===== config.mk =====
export PLATFORM = sky130hd
export DESIGN_NAME = sc_speed_stepper
export DESIGN_NICKNAME = d
export VERILOG_FILES = /design/src/rtl/sc_speed_pkg.sv /design/src/rtl/sc_tick_edge.sv /design/src/rtl/sc_speed_stepper.sv
export SDC_FILE = /design/constraint.sdc
export NUM_CORES = 1
export LEC_CHECK = 0
export CAP_MARGIN = 25
export CORE_ASPECT_RATIO = 1.25
export CORE_MARGIN = 2
export CORE_UTILIZATION = 50
export DETAILED_ROUTE_END_ITERATION = 10
export PLACE_DENSITY = 0.76
export SETUP_SLACK_MARGIN = 0.5
export SLEW_MARGIN = 10
export SYNTH_ARGS = -nofsm -noshare
export SYNTH_HDL_FRONTEND = slang
export SYNTH_SLANG_ARGS = --single-unit

===== constraint.sdc =====
create_clock -name SC_COUNTER_CLOCK_50 -period 2 [get_ports SC_COUNTER_CLOCK_50]
set_clock_uncertainty 0.05 [all_clocks]
set_input_delay 0.6 -clock SC_COUNTER_CLOCK_50 [delete_from_list [all_inputs] [get_ports SC_COUNTER_CLOCK_50]]
set_output_delay 0.6 -clock SC_COUNTER_CLOCK_50 [all_outputs]
set_load 0.01 [all_outputs]

===== src/rtl/sc_speed_pkg.sv =====
// Shared definitions for the speed stepper: FSM state encoding,
// held-button tracking and default parameter values.
package sc_speed_pkg;

    typedef enum logic [1:0] {
        ST_IDLE  = 2'b00,
        ST_RUN   = 2'b01,
        ST_CRASH = 2'b10
    } sc_state_e;

    typedef enum logic [1:0] {
        HELD_NONE  = 2'b00,
        HELD_BRAKE = 2'b01,
        HELD_ACCEL = 2'b10
    } sc_held_e;

    localparam int SC_LEVEL_WIDTH_DEF = 3;
    localparam int SC_MAX_LEVEL_DEF   = 7;
    localparam int SC_HOLD_TICKS_DEF  = 4;
    localparam int SC_CRASH_TICKS_DEF = 8;

endpackage


===== src/rtl/sc_tick_edge.sv =====
// Active-low falling-edge detector: fall is high for the single cycle in
// which sig_n is low and was high on the previous cycle. The history
// register resets to 1 so a low input right after reset counts as an edge.
module sc_tick_edge (
    input  logic clk,
    input  logic rst_n,
    input  logic sig_n,
    output logic fall
);

    logic prev;

    // Remember last cycle's input level.
    always_ff @(posedge clk or negedge rst_n) begin
        if (!rst_n) prev <= 1'b1;
        else        prev <= sig_n;
    end

    assign fall = prev & ~sig_n;

endmodule


===== src/rtl/sc_speed_stepper.sv =====
// Speed controller downstream of the velocity tick counter. Turns tick
// events into game-step pulses at a rate set by the speed level, and runs
// the IDLE/RUN/CRASH FSM. Optional macro SC_SPEED_COAST_EN: with no button
// held in RUN, level decays by one every HOLD_TICKS tick events down to 1.
module sc_speed_stepper
    import sc_speed_pkg::*;
#(
    parameter int LEVEL_WIDTH = SC_LEVEL_WIDTH_DEF,
    parameter int MAX_LEVEL   = SC_MAX_LEVEL_DEF,
    parameter int HOLD_TICKS  = SC_HOLD_TICKS_DEF,
    parameter int CRASH_TICKS = SC_CRASH_TICKS_DEF
) (
    input  logic                   SC_COUNTER_CLOCK_50,
    input  logic                   SC_COUNTER_RESET_InLow,
    input  logic                   SC_SPEED_tick_InLow,
    input  logic                   SC_SPEED_start_InLow,
    input  logic                   SC_SPEED_accel_InLow,
    input  logic                   SC_SPEED_brake_InLow,
    input  logic                   SC_SPEED_crash_InLow,
    output logic                   SC_SPEED_step_OutLow,
    output logic [LEVEL_WIDTH-1:0] SC_SPEED_level_Out,
    output logic                   SC_SPEED_clear_Out,
    output logic [1:0]             SC_SPEED_state_Out
);

    localparam int DIV_W   = (MAX_LEVEL   > 1) ? $clog2(MAX_LEVEL)   : 1;
    localparam int HOLD_W  = (HOLD_TICKS  > 1) ? $clog2(HOLD_TICKS)  : 1;
    localparam int CRASH_W = (CRASH_TICKS > 1) ? $clog2(CRASH_TICKS) : 1;

    localparam logic [LEVEL_WIDTH-1:0] LEVEL_ONE = LEVEL_WIDTH'(1);
    localparam logic [LEVEL_WIDTH-1:0] LEVEL_MAX = LEVEL_WIDTH'(MAX_LEVEL);

    sc_state_e              state_q, state_d;
    sc_held_e               held_q, held_now;
    logic [LEVEL_WIDTH-1:0] level_q, level_d;
    logic [DIV_W-1:0]       div_q, div_d;
    logic [HOLD_W-1:0]      hold_q, hold_d, hold_base;
    logic [CRASH_W-1:0]     crash_q, crash_d;
    logic                   step_q, step_d;
    logic                   clear_q;
    logic                   tick_ev;
    logic                   hold_counts;

    sc_tick_edge u_tick_edge (
        .clk   (SC_COUNTER_CLOCK_50),
        .rst_n (SC_COUNTER_RESET_InLow),
        .sig_n (SC_SPEED_tick_InLow),
        .fall  (tick_ev)
    );

    // Which button currently owns the hold counter (brake has priority).
    always_comb begin
        held_now = HELD_NONE;
        if (!SC_SPEED_brake_InLow)      held_now = HELD_BRAKE;
        else if (!SC_SPEED_accel_InLow) held_now = HELD_ACCEL;
    end

    // Hold counter only advances while a button is held, or always when coasting.
`ifdef SC_SPEED_COAST_EN
    assign hold_counts = 1'b1;
`else
    assign hold_counts = (held_now != HELD_NONE);
`endif

    // Next-state, counter and output logic.
    always_comb begin
        state_d   = state_q;
        level_d   = level_q;
        div_d     = div_q;
        hold_d    = hold_q;
        crash_d   = crash_q;
        step_d    = 1'b0;
        // A change of held button restarts the count; the current event
        // then counts as the first one of the new hold.
        hold_base = (held_now != held_q) ? '0 : hold_q;

        case (state_q)
            ST_IDLE: begin
                level_d = '0;
                div_d   = '0;
                hold_d  = '0;
                crash_d = '0;
                if (!SC_SPEED_start_InLow) begin
                    state_d = ST_RUN;
                    level_d = LEVEL_ONE;
                end
            end

            ST_RUN: begin
                if (!SC_SPEED_crash_InLow) begin
                    state_d = ST_CRASH;
                    level_d = '0;
                    crash_d = '0;
                    hold_d  = '0;
                end else begin
                    if (level_q == '0) begin
                        div_d = '0;
                    end else if (tick_ev) begin
                        if (int'(div_q) >= MAX_LEVEL - int'(level_q)) begin
                            step_d = 1'b1;
                            div_d  = '0;
                        end else begin
                            div_d = div_q + DIV_W'(1);
                        end
                    end

                    hold_d = hold_base;
                    if (tick_ev && hold_counts) begin
                        if (int'(hold_base) >= HOLD_TICKS - 1) begin
                            hold_d = '0;
                            case (held_now)
                                HELD_BRAKE: if (level_q != '0)       level_d = level_q - LEVEL_ONE;
                                HELD_ACCEL: if (level_q != LEVEL_MAX) level_d = level_q + LEVEL_ONE;
                                default:    if (level_q > LEVEL_ONE)  level_d = level_q - LEVEL_ONE;
                            endcase
                        end else begin
                            hold_d = hold_base + HOLD_W'(1);
                        end
                    end
                end
            end

            ST_CRASH: begin
                level_d = '0;
                hold_d  = '0;
                if (tick_ev) begin
                    if (int'(crash_q) >= CRASH_TICKS - 1) begin
                        state_d = ST_RUN;
                        level_d = LEVEL_ONE;
                        div_d   = '0;
                        crash_d = '0;
                    end else begin
                        crash_d = crash_q + CRASH_W'(1);
                    end
                end
            end

            default: begin
                state_d = ST_IDLE;
                level_d = '0;
            end
        endcase
    end

    // State, counters and registered outputs.
    always_ff @(posedge SC_COUNTER_CLOCK_50 or negedge SC_COUNTER_RESET_InLow) begin
        if (!SC_COUNTER_RESET_InLow) begin
            state_q <= ST_IDLE;
            held_q  <= HELD_NONE;
            level_q <= '0;
            div_q   <= '0;
            hold_q  <= '0;
            crash_q <= '0;
            step_q  <= 1'b1;
            clear_q <= 1'b1;
        end else begin
            state_q <= state_d;
            held_q  <= held_now;
            level_q <= level_d;
            div_q   <= div_d;
            hold_q  <= hold_d;
            crash_q <= crash_d;
            step_q  <= ~step_d;
            clear_q <= (state_d == ST_IDLE);
        end
    end

    assign SC_SPEED_step_OutLow = step_q;
    assign SC_SPEED_level_Out   = level_q;
    assign SC_SPEED_clear_Out   = clear_q;
    assign SC_SPEED_state_Out   = state_q;

endmodule


Yosys cells after proc, flatten, opt, wreduce, memory -nomap -nowiden
Cells that the tools add are included.
W data, S select, Z words.
{ "totals": {"ff_bits": 18, "output_inout_bits": 7} }
{ "op_classes": {"n_addsub": 6, "n_lt_le_gt_ge": 4, "eq_ne": 16, "n_mux": 39, "bitwise_logic": 3, "reduce_logical": 12} }
{ "ops": {"columns": ["op", "n"], "rows": [
  ["$mux W3", 15],
  ["$pmux W3 S3", 3],
  ["$mux W2", 10],
  ["$ne A3 B3 Y1 const B", 4],
  ["$reduce_and A5 Y1", 2],
  ["$add A3 B1 Y3 const B", 3],
  ["$mux W1", 8],
  ["$ne A2 B2 Y1 const B", 4],
  ["$ne A4 B4 Y1 const B", 2],
  ["$pmux W2 S3", 1],
  ["$pmux W3 S2", 1],
  ["$reduce_bool A3 Y1", 2],
  ["$ne A5 B3 Y1 const B", 1],
  ["$eq A2 B1 Y1 const B", 2],
  ["$eq A2 B2 Y1 const B", 2],
  ["$ge A4 B4 Y1", 1],
  ["$logic_not A2 Y1", 2],
  ["$pmux W2 S2", 1],
  ["$reduce_bool A2 Y1", 2],
  ["$sub A3 B3 Y4 const A", 1],
  ["$ge A3 B3 Y1 const B", 1],
  ["$gt A3 B1 Y1 const B", 1],
  ["$logic_not A3 Y1", 1],
  ["$reduce_and A3 Y1", 1],
  ["8 further kinds", 9]
]} }

Longest topological paths before layout
Gate-level depths: netlist of the first run.
{ "depth": {"word_depth": 9, "mapped_depth": 7, "depth_no_buf": 7} }

By module
Synthesis of the first run repeated with hierarchy kept, for this count alone.
{ "hier_totals": {"hier_cells": 111, "hier_area_um2": 1167.4} }
{ "modules_own_cells": {"columns": ["mod", "instances", "cells_per_inst", "area_each_um2", "seq_area_each_um2"], "rows": [
  ["sc_speed_stepper", 1, 109, 1127.3, 427.9],
  ["sc_tick_edge", 1, 2, 40.0, 26.3]
]} }

Least setup slack after synthesis of the first run
No wires, ideal clock.
{ "synth_timing": {"path_kind": "input-to-reg", "start": "in SC_SPEED_accel_InLow", "end": "reg level_q[0] (netlist: SC_SPEED_level_Out[0])", "setup_time_ns": 0.126, "arrival_time_ns": 1.788, "required_ns": 1.824, "path_slack_ns": 0.036, "stages": 7, "cell_sequence": "xor2_1 -> a31oi_1 -> nand2b_1 -> inv_1 -> ha_1 -> and3_1 -> o32a_1"} }
{ "synth_between": {"elab_chain_cells": 8} }
{ "synth_lines": {"columns": ["element", "line", "text"], "rows": [
  ["start: declaration", "sc_speed_stepper.sv:17", "input logic SC_SPEED_accel_InLow,"],
  ["$mux W2 *", "sc_speed_stepper.sv:55", "else if (!SC_SPEED_accel_InLow) held_now = HELD_ACCEL;"],
  ["$mux W2 *", "sc_speed_stepper.sv:54", "if (!SC_SPEED_brake_InLow) held_now = HELD_BRAKE;"],
  ["$eq A2 B2 Y1 / $eq A2 B1 Y1 (equally long branches)", "sc_speed_stepper.sv:111", "case (held_now)"],
  ["$pmux W3 S2", "sc_speed_stepper.sv:111", null],
  ["$mux W3", "sc_speed_stepper.sv:109", "if (int'(hold_base) >= HOLD_TICKS - 1) begin"],
  ["$mux W3", "sc_speed_stepper.sv:108", "if (tick_ev && hold_counts) begin"],
  ["$mux W3", "sc_speed_stepper.sv:90", "if (!SC_SPEED_crash_InLow) begin"],
  ["$pmux W3 S3", "sc_speed_stepper.sv:77", "case (state_q)"],
  ["end signal: assignment", "sc_speed_stepper.sv:159", "level_q <= level_d;"],
  ["end: declaration", "sc_speed_stepper.sv:35", "logic [LEVEL_WIDTH-1:0] level_q, level_d;"]
]} }
Mark *: on every way between the ends. The rest lies on a longest branch, timed or not. The select of a mux whose other input is x is not followed.
A chain may end at the register's enable or synchronous reset.

Final worst setup path of the first run
{ "layout_timing": {"start": "reg level_q[1] (netlist: SC_SPEED_level_Out[1])", "end": "reg div_q[2]"} }
{ "layout_between": {"elab_chain_cells": 7} }
{ "layout_lines": {"columns": ["element", "line", "text"], "rows": [
  ["$sub A3 B3 Y4", "sc_speed_stepper.sv:99", "if (int'(div_q) >= MAX_LEVEL - int'(level_q)) begin"],
  ["$ge A4 B4 Y1", "sc_speed_stepper.sv:99", null],
  ["$mux W3", "sc_speed_stepper.sv:99", null],
  ["$mux W3", "sc_speed_stepper.sv:98", "end else if (tick_ev) begin"],
  ["$mux W3", "sc_speed_stepper.sv:96", "if (level_q == '0) begin"],
  ["$mux W3", "sc_speed_stepper.sv:90", null],
  ["$pmux W3 S3", "sc_speed_stepper.sv:77", null],
  ["end signal: assignment", "sc_speed_stepper.sv:160", "div_q <= div_d;"],
  ["end: declaration", "sc_speed_stepper.sv:36", "logic [DIV_W-1:0] div_q, div_d;"]
]} }
Parallel ways exist; a longest one is shown, timed or not. The select of a mux whose other input is x is not followed.

==> results.md, run 1 <==
- CP max-delay cell: or4b_4
- CTS root buffer: clkbuf_4
- Switch Pwr: 630 µW
- Placed cell count: 164
- Hold WC Path Type: reg -> reg
- Rel. slew slack: between 70% and 80%
- Reg2Reg Setup Slack: 200 ps
- Initial antenna violation count: 0
- Critical Path, Cell by Cell: buf_6, inv_4, ha_4, nor2b_4, nand3b_4, or4b_4, o2bb2ai_2
- Die Y: about 58 µm
- RR Endpoint: div_q[2]
- Worst slew pin tran: ~350 ps
- CTS Hold Buffers Added: 0
- WP data required: around 2200 ps
- Mapped cell area: approximately 0.0011 mm²
- Async set or reset register ratio after synthesis: 100%
- Cell count along the critical path: 7
- Comb power frac: a little under three fifths
- CTS tree: yes
- Crit path capture: div_q[2]
- Critical Path Source: SC_SPEED_level_Out[1]
- Rows: 19
- Dpl hpwl: 1800 µm
- Port Buf Inserts: 13
- Flop pwr share: between 20% and 30%
- Most numerous cell in the Yosys netlist: dfrtp_1
- Share of layout cells above drive strength 1: 58.4%
- Gr ovfl total: 0
- Crit path time final: approximately 1800 ps
- Worst setup EP type: flop
- VDD IR max: 0.626 mV
- Vias in the first global route: around 1.1k
- Synth warnings: 0
- Synth area leader: dfrtp_1
- CTS Buf Count: 3
- Top post-synthesis cells by area: dfrtp_1 33%, ha_1 12%, dfstp_2 6.9%
- Pre-Repair DR Iteration Count: 4
- Period utilisation layout: between 80% and 90%
- Antenna Cells: 0
- Num Clock Sinks: 18
- Compound-cell area share of the yosys netlist: 18.7%
- Core area: 0.00219 mm²
- Worst Path Buf+Inv: 2
- Main combinational cell family by area after synthesis: simple AND/OR/NAND/NOR gates
- Skew-Pair Late Insertion Delay: about 310 ps
- Max-slew violations: 0
- Crit Path Class: reg -> reg
- Vias: about 1.1k
- CP delay by family, top: simple AND/OR/NAND/NOR gates
- Synth-to-Final Area Change: 55.2%
- Worst Path Max Fanout: 4
- Static Leakage: around 0.00083 µW
- Synth cell count leaders: 15 x dfrtp_1, 11 x ha_1, 8 x inv_1, 8 x nand2_1, 5 x a22o_1
- Pwr Density: slightly above 900 mW/mm²
- Yosys reg bits: 18
- Post-Synth XOR/XNOR Area: around 1.5%
- Number of remaining DRC errors: 0
- H-tree levels: 1
- Worst setup SP type: flop
- Post-DR vias/cell: between 5 and 6
- # setup viols final: 0
- RSZ-0062 raised after global routing: true
- Synth cell types: 45
- Post-synth top area share: between 30% and 40%
- DRT iter0 DRCs: 19
- Syn_nets: 124
- Final non-filler cell total: approximately 190
- Simple-gate portion of the synthesized area: ~20%
- Post-synthesis sequential area ratio: about 40%
- CP max stage delay: roughly 550 ps
- Crit path DAT: approximately 2000 ps
- Clock slew at reported path FFs: between 100 and 150 ps
- Initial core utilization: between 50 and 60%
- # IOs: 14
- Die area: 0.00269 mm²
- R2r startpoint: SC_SPEED_level_Out[1]
- Routability cong.: around 0.85
- Net Sw Frac: ~39%
- Final Hold Fails: 0
- Setup TNS Final: 0 ps
- WL per Instance: roughly 18 µm
- Synth Area in Adders: between 10% and 20%
- Fillers: 133
- Clock network fraction of total power: between 10 and 15%
- Die X: 46.8 µm
- Post-synthesis mux area share: 2.95%
- Outcome: finished, final reports clean
- Total GRT Usage: a little over a quarter
- First-pass GRT wire length: 5040 µm
- R2R depth: 7
- Maxcap violations: 0
- Routed Antenna Nets: 0
- Nets: around 170
- Pin count of the biggest net entering global routing: 19
- Internal power: roughly 980 µW
- Bufs on Longest Clock Path: 2
- Post-Syn Instances: 106
- Hold path start: hold_q[1]
- Final core area utilization: between 80% and 90%
- Mapped Avg Cell Area: 10.8 µm²
- Post-synth EDFFs: 0
- Fmax: 556 MHz
- Top FF cell, synth: dfrtp_1
- Final WL: 3300 µm
-- sequential cells by signal, indices dropped and copies added, names as in the netlist --
| signal | cells |
|---|---|
| SC_SPEED_level_Out | 3 |
| crash_q | 3 |
| div_q | 3 |
| SC_SPEED_state_Out | 2 |
| held_q | 2 |
| hold_q | 2 |
| SC_SPEED_clear_Out | 1 |
| SC_SPEED_step_OutLow | 1 |
| u_tick_edge.prev | 1 |
-- worst min-delay path by stage --
stage | to | slack, ps | cells past startpoint
after floorplan | SC_SPEED_level_Out[0] | 250 | 0
after global placement | hold_q[1] | 440 | 1
after detailed placement | hold_q[0] | 450 | 1
after CTS | hold_q[1] | 480 | 1
after global routing | hold_q[1] | 490 | 1
final | hold_q[1] | 470 | 1
-- through the flow --
stage / total power (µW) / hold WS, ps / setup slack (ps) / cell area [µm²]
detailed placement: 1110 / 449 / -437 / 1430
CTS: 1540 / 479 / 245 / 1710
floorplan: 898 / 254 / 133 / 1160
global placement: 1090 / 444 / -367 / 1430
global route: 1700 / 495 / 152 / 1780
finish: 1610 / 468 / 200 / 1780
-- power by group through the flow --
stage | clock, µW | combinational, µW | sequential [µW]
final | 237 | 909 | 465
after global routing | 270 | 962 | 470
after CTS | 241 | 832 | 463
after detailed placement | 0 | 639 | 476
after global placement | 0 | 618 | 473
after floorplan | 0 | 409 | 489
-- kinds of logic after synthesis --
group,Yosys count
AND/OR/NAND/NOR,33
AO/OA/AOI/OAI,27
flip-flops,18
buffers and inverters,12
adder cells (fa/ha/maj),11
multiplexers,3
XOR/XNOR,2
-- per-layer routing --
layer	GRT usage [%]	up-vias	routed length [µm]
li1	-	491	-
met4	12.3	0	116
met1	29.7	529	1270
met2	46.0	31	1780
met3	4.43	14	122
met5	0	-	0
-- layout by cell type (no fill, tap or decap), types with 4 or more instances in the layout --
master   netlist  routed
ha_1          11       5
buf_6          1       8
buf_4          1      29
a22o_1         5       5
inv_1          8       5
buf_2          0       4
dfrtp_1       15      14
ha_4           0       4
nand2_1        8       8
-- layout make-up --
cell class	instances	area [µm²]	share of cell area, %
Multi-Input combinational cell	76	831	46.8
Clock buffer	4	36.3	2.04
Inverter	10	45.0	2.54
Timing Repair Buffer	46	370	20.8
Tap cell	31	38.8	2.18
Sequential cell	18	455	25.6
-- repair_timing --
| action | 4_1_cts | 5_1_grt |
|---|---|---|
| resized for setup | 68 | 13 |
| buffers inserted | 15 | 2 |
| setup endpoints to repair | 19 | 19 |
| pin swaps | 15 | 12 |
(Power assumes the default switching activity.)
==> run 2: changes to the inputs <==
- CORE_UTILIZATION: 50 -> 54
- HOLD_SLACK_MARGIN: unset -> 0.05
- PLACE_DENSITY: 0.76 -> 0.81
==> results.md, run 2 (same netlist as run 1, synthesis figures left out) <==
- Outcome: finished, final reports clean
- Nets: 172 (-0.58%)
- Period utilisation layout: 89.3% (-0.69 points)
- Fmax: 560 MHz (+0.77%)
- Placed Area: 0.00142 mm² (-0.96%)
- Worst Path Max Fanout: 4 (unchanged)
- Routed Antenna Nets: 0 (unchanged)
- Setup TNS Final: 0 ps (unchanged)
- First-pass GRT wire length: 5570 µm (+10%)
- Hold WC Path Type: reg -> reg
- Clock slew at reported path FFs: 120 ps (about the same)
- Skew-Pair Late Insertion Delay: 320 ps (about the same)
- CTS Buf Count: 3 (unchanged)
- Fillers: 80 (-40%)
- CP max stage delay: 530 ps (-20 ps)
- Routability cong.: 0.812 (-4.3%)
- VDD IR max: 0.769 mV (+23%)
- Worst setup EP type: flop
- Pre-Repair DR Iteration Count: 4 (unchanged)
- Final Hold Fails: 0 (unchanged)
- Number of remaining DRC errors: 0 (unchanged)
- Final WL: 3860 µm (+17%)
- Antenna Cells: 0 (unchanged)
- Post-DR vias/cell: 6.39 (+11%)
- Initial antenna violation count: 0 (unchanged)
- Synth-to-Final Area Change: 55.5%
- Initial core utilization: 57.8% (+5.4 points)
- Pin count of the biggest net entering global routing: 19 (unchanged)
- CTS Hold Buffers Added: 0 (unchanged)
- Final non-filler cell total: 173 (-6.5%)
- Rows: 18 (-1)
- Port Buf Inserts: 13 (unchanged)
- WP data required: 2210 ps (about the same)
- CTS tree: yes
- Most common cell after layout, fill and taps aside: buf_4
- Placed cell count: 153 (-6.7%)
- Worst slew pin tran: 294 ps (-52.1 ps)
- Total GRT Usage: 31.2% (+4.8 points)
- WL per Instance: 22.3 µm (+25%)
- Die area: 0.00251 mm² (-6.8%)
- Die Y: 55.5 µm (-3.5%)
- Dpl hpwl: 2000 µm (+11%)
- Total power: 1690 µW (+5.1%)
- Die X: 45.2 µm (-3.5%)
- Critical Path, Cell by Cell: inv_2, ha_4, nor2b_4, nand3b_4, or4b_4, o2bb2ai_2
- Design Area, Final: 0.00178 mm² (+0.21%)
- # setup viols final: 0 (unchanged)
- Fin worst setup slack: 214 ps (+13.7 ps)
- Maxcap violations: 0 (unchanged)
- # IOs: 14 (unchanged)
- Bufs on Longest Clock Path: 2 (unchanged)
- Most frequent cells in the layout: 28 x buf_4, 14 x dfrtp_1, 9 x buf_6
- Vias: 1,105 (+3.8%)
- RSZ-0062 raised after global routing: true
- DRT iter0 DRCs: 29 (+10)
- Num Clock Sinks: 18 (unchanged)
- Core area: 0.00198 mm² (-9.4%)
- Pwr Density: 951 mW/mm² (+4.9%)
- Vias in the first global route: 1,193 (+10%)
- Worst setup SP type: flop
- Multi-input gate area: 856 µm² (+3.0%)
- Crit Path Class: reg -> reg
- Static Leakage: 0.000820 µW (-0.67%)
- Gr ovfl total: 0 (unchanged)
- Max-slew violations: 0 (unchanged)
- CTS root buffer: clkbuf_4
- Share of layout cells above drive strength 1: 62.1% (+3.6 points)
- CP max-delay cell: or4b_4
- Crit path time final: 1790 ps (-13.7 ps)
- Reg area: 455 µm² (unchanged)
- Crit path DAT: 1990 ps (about the same)
- Rel. slew slack: 80.4% (+3.5 points)
- H-tree levels: 1 (unchanged)
- Pre-CTS setup slack: -453 ps (-16.4 ps)
run 2: cell types whose count changed in the layout (fill, tap and decap cells not counted), sizes merged:
| cell | change |
|---|---|
| dlygate4sd2 | -1 |
| clkbuf | +1 |
| buf | -1 |
run 2: power breakdown:
group | switching, µW | internal [µW] | leakage [µW]
clock | 134 | 111 | 0.0000210
sequential | 47.5 | 427 | 0.000231
combinational | 509 | 465 | 0.000568
run 2: layout make-up:
| type | count | share of cell area (%) |
|---|---|---|
| inverter | 10 | 2.39 |
| timing repair buffer | 45 | 20.5 |
| tap | 20 | 1.41 |
| multi-input combinational | 76 | 48.1 |
| sequential | 18 | 25.6 |
| clock buffer | 4 | 2.04 |
run 2: layer usage:
metal  vias up  GRT usage [%]  wire length, µm
met5         -              0                0
met4         0           18.5              236
met3        22           3.27              189
met2        54           54.7             2000
met1       539           34.0             1440
li1        490              -                -
run 2: what timing repair did:
item                                    in CTS  in global routing
setup buffers                               11                  5
hold endpoints to repair                     0                  0
pin swaps                                   11                  8
endpoints found under the setup margin      19                 20
gates resized for setup                     66                 21
run 2: critical path, delay by kind of cell, from the launching register on:
family | cells | cell delay [ps]
AND/OR/NAND/NOR | 3 | 830
flip-flops | 1 | 440
adder cells (fa/ha/maj) | 1 | 170
AO/OA/AOI/OAI | 1 | 130
buffers and inverters | 1 | 100
run 2: final timing paths:
kind                            slack [ps]                    from  cells past startpoint              endpoint
min in group asynchronous              550  SC_COUNTER_RESET_InLow                      2             held_q[1]
worst max register to register         210   SC_SPEED_level_Out[0]                      6              div_q[2]
worst min register to register         480               hold_q[1]                      1             hold_q[1]
worst min-delay path                   480               hold_q[1]                      1             hold_q[1]
worst max-delay path                   210   SC_SPEED_level_Out[0]                      6              div_q[2]
max in group asynchronous             1080  SC_COUNTER_RESET_InLow                      2  SC_SPEED_step_OutLow
run 2: through the flow:
stage / hold slack (ps) / util, %
3_5_place_dp: 441 / 71.6
3_3_place_gp: 443 / 71.6
2_1_floorplan: 254 / -
5_1_grt: 474 / 89.8
4_1_cts: 479 / 84.0
6_report: 477 / 89.8
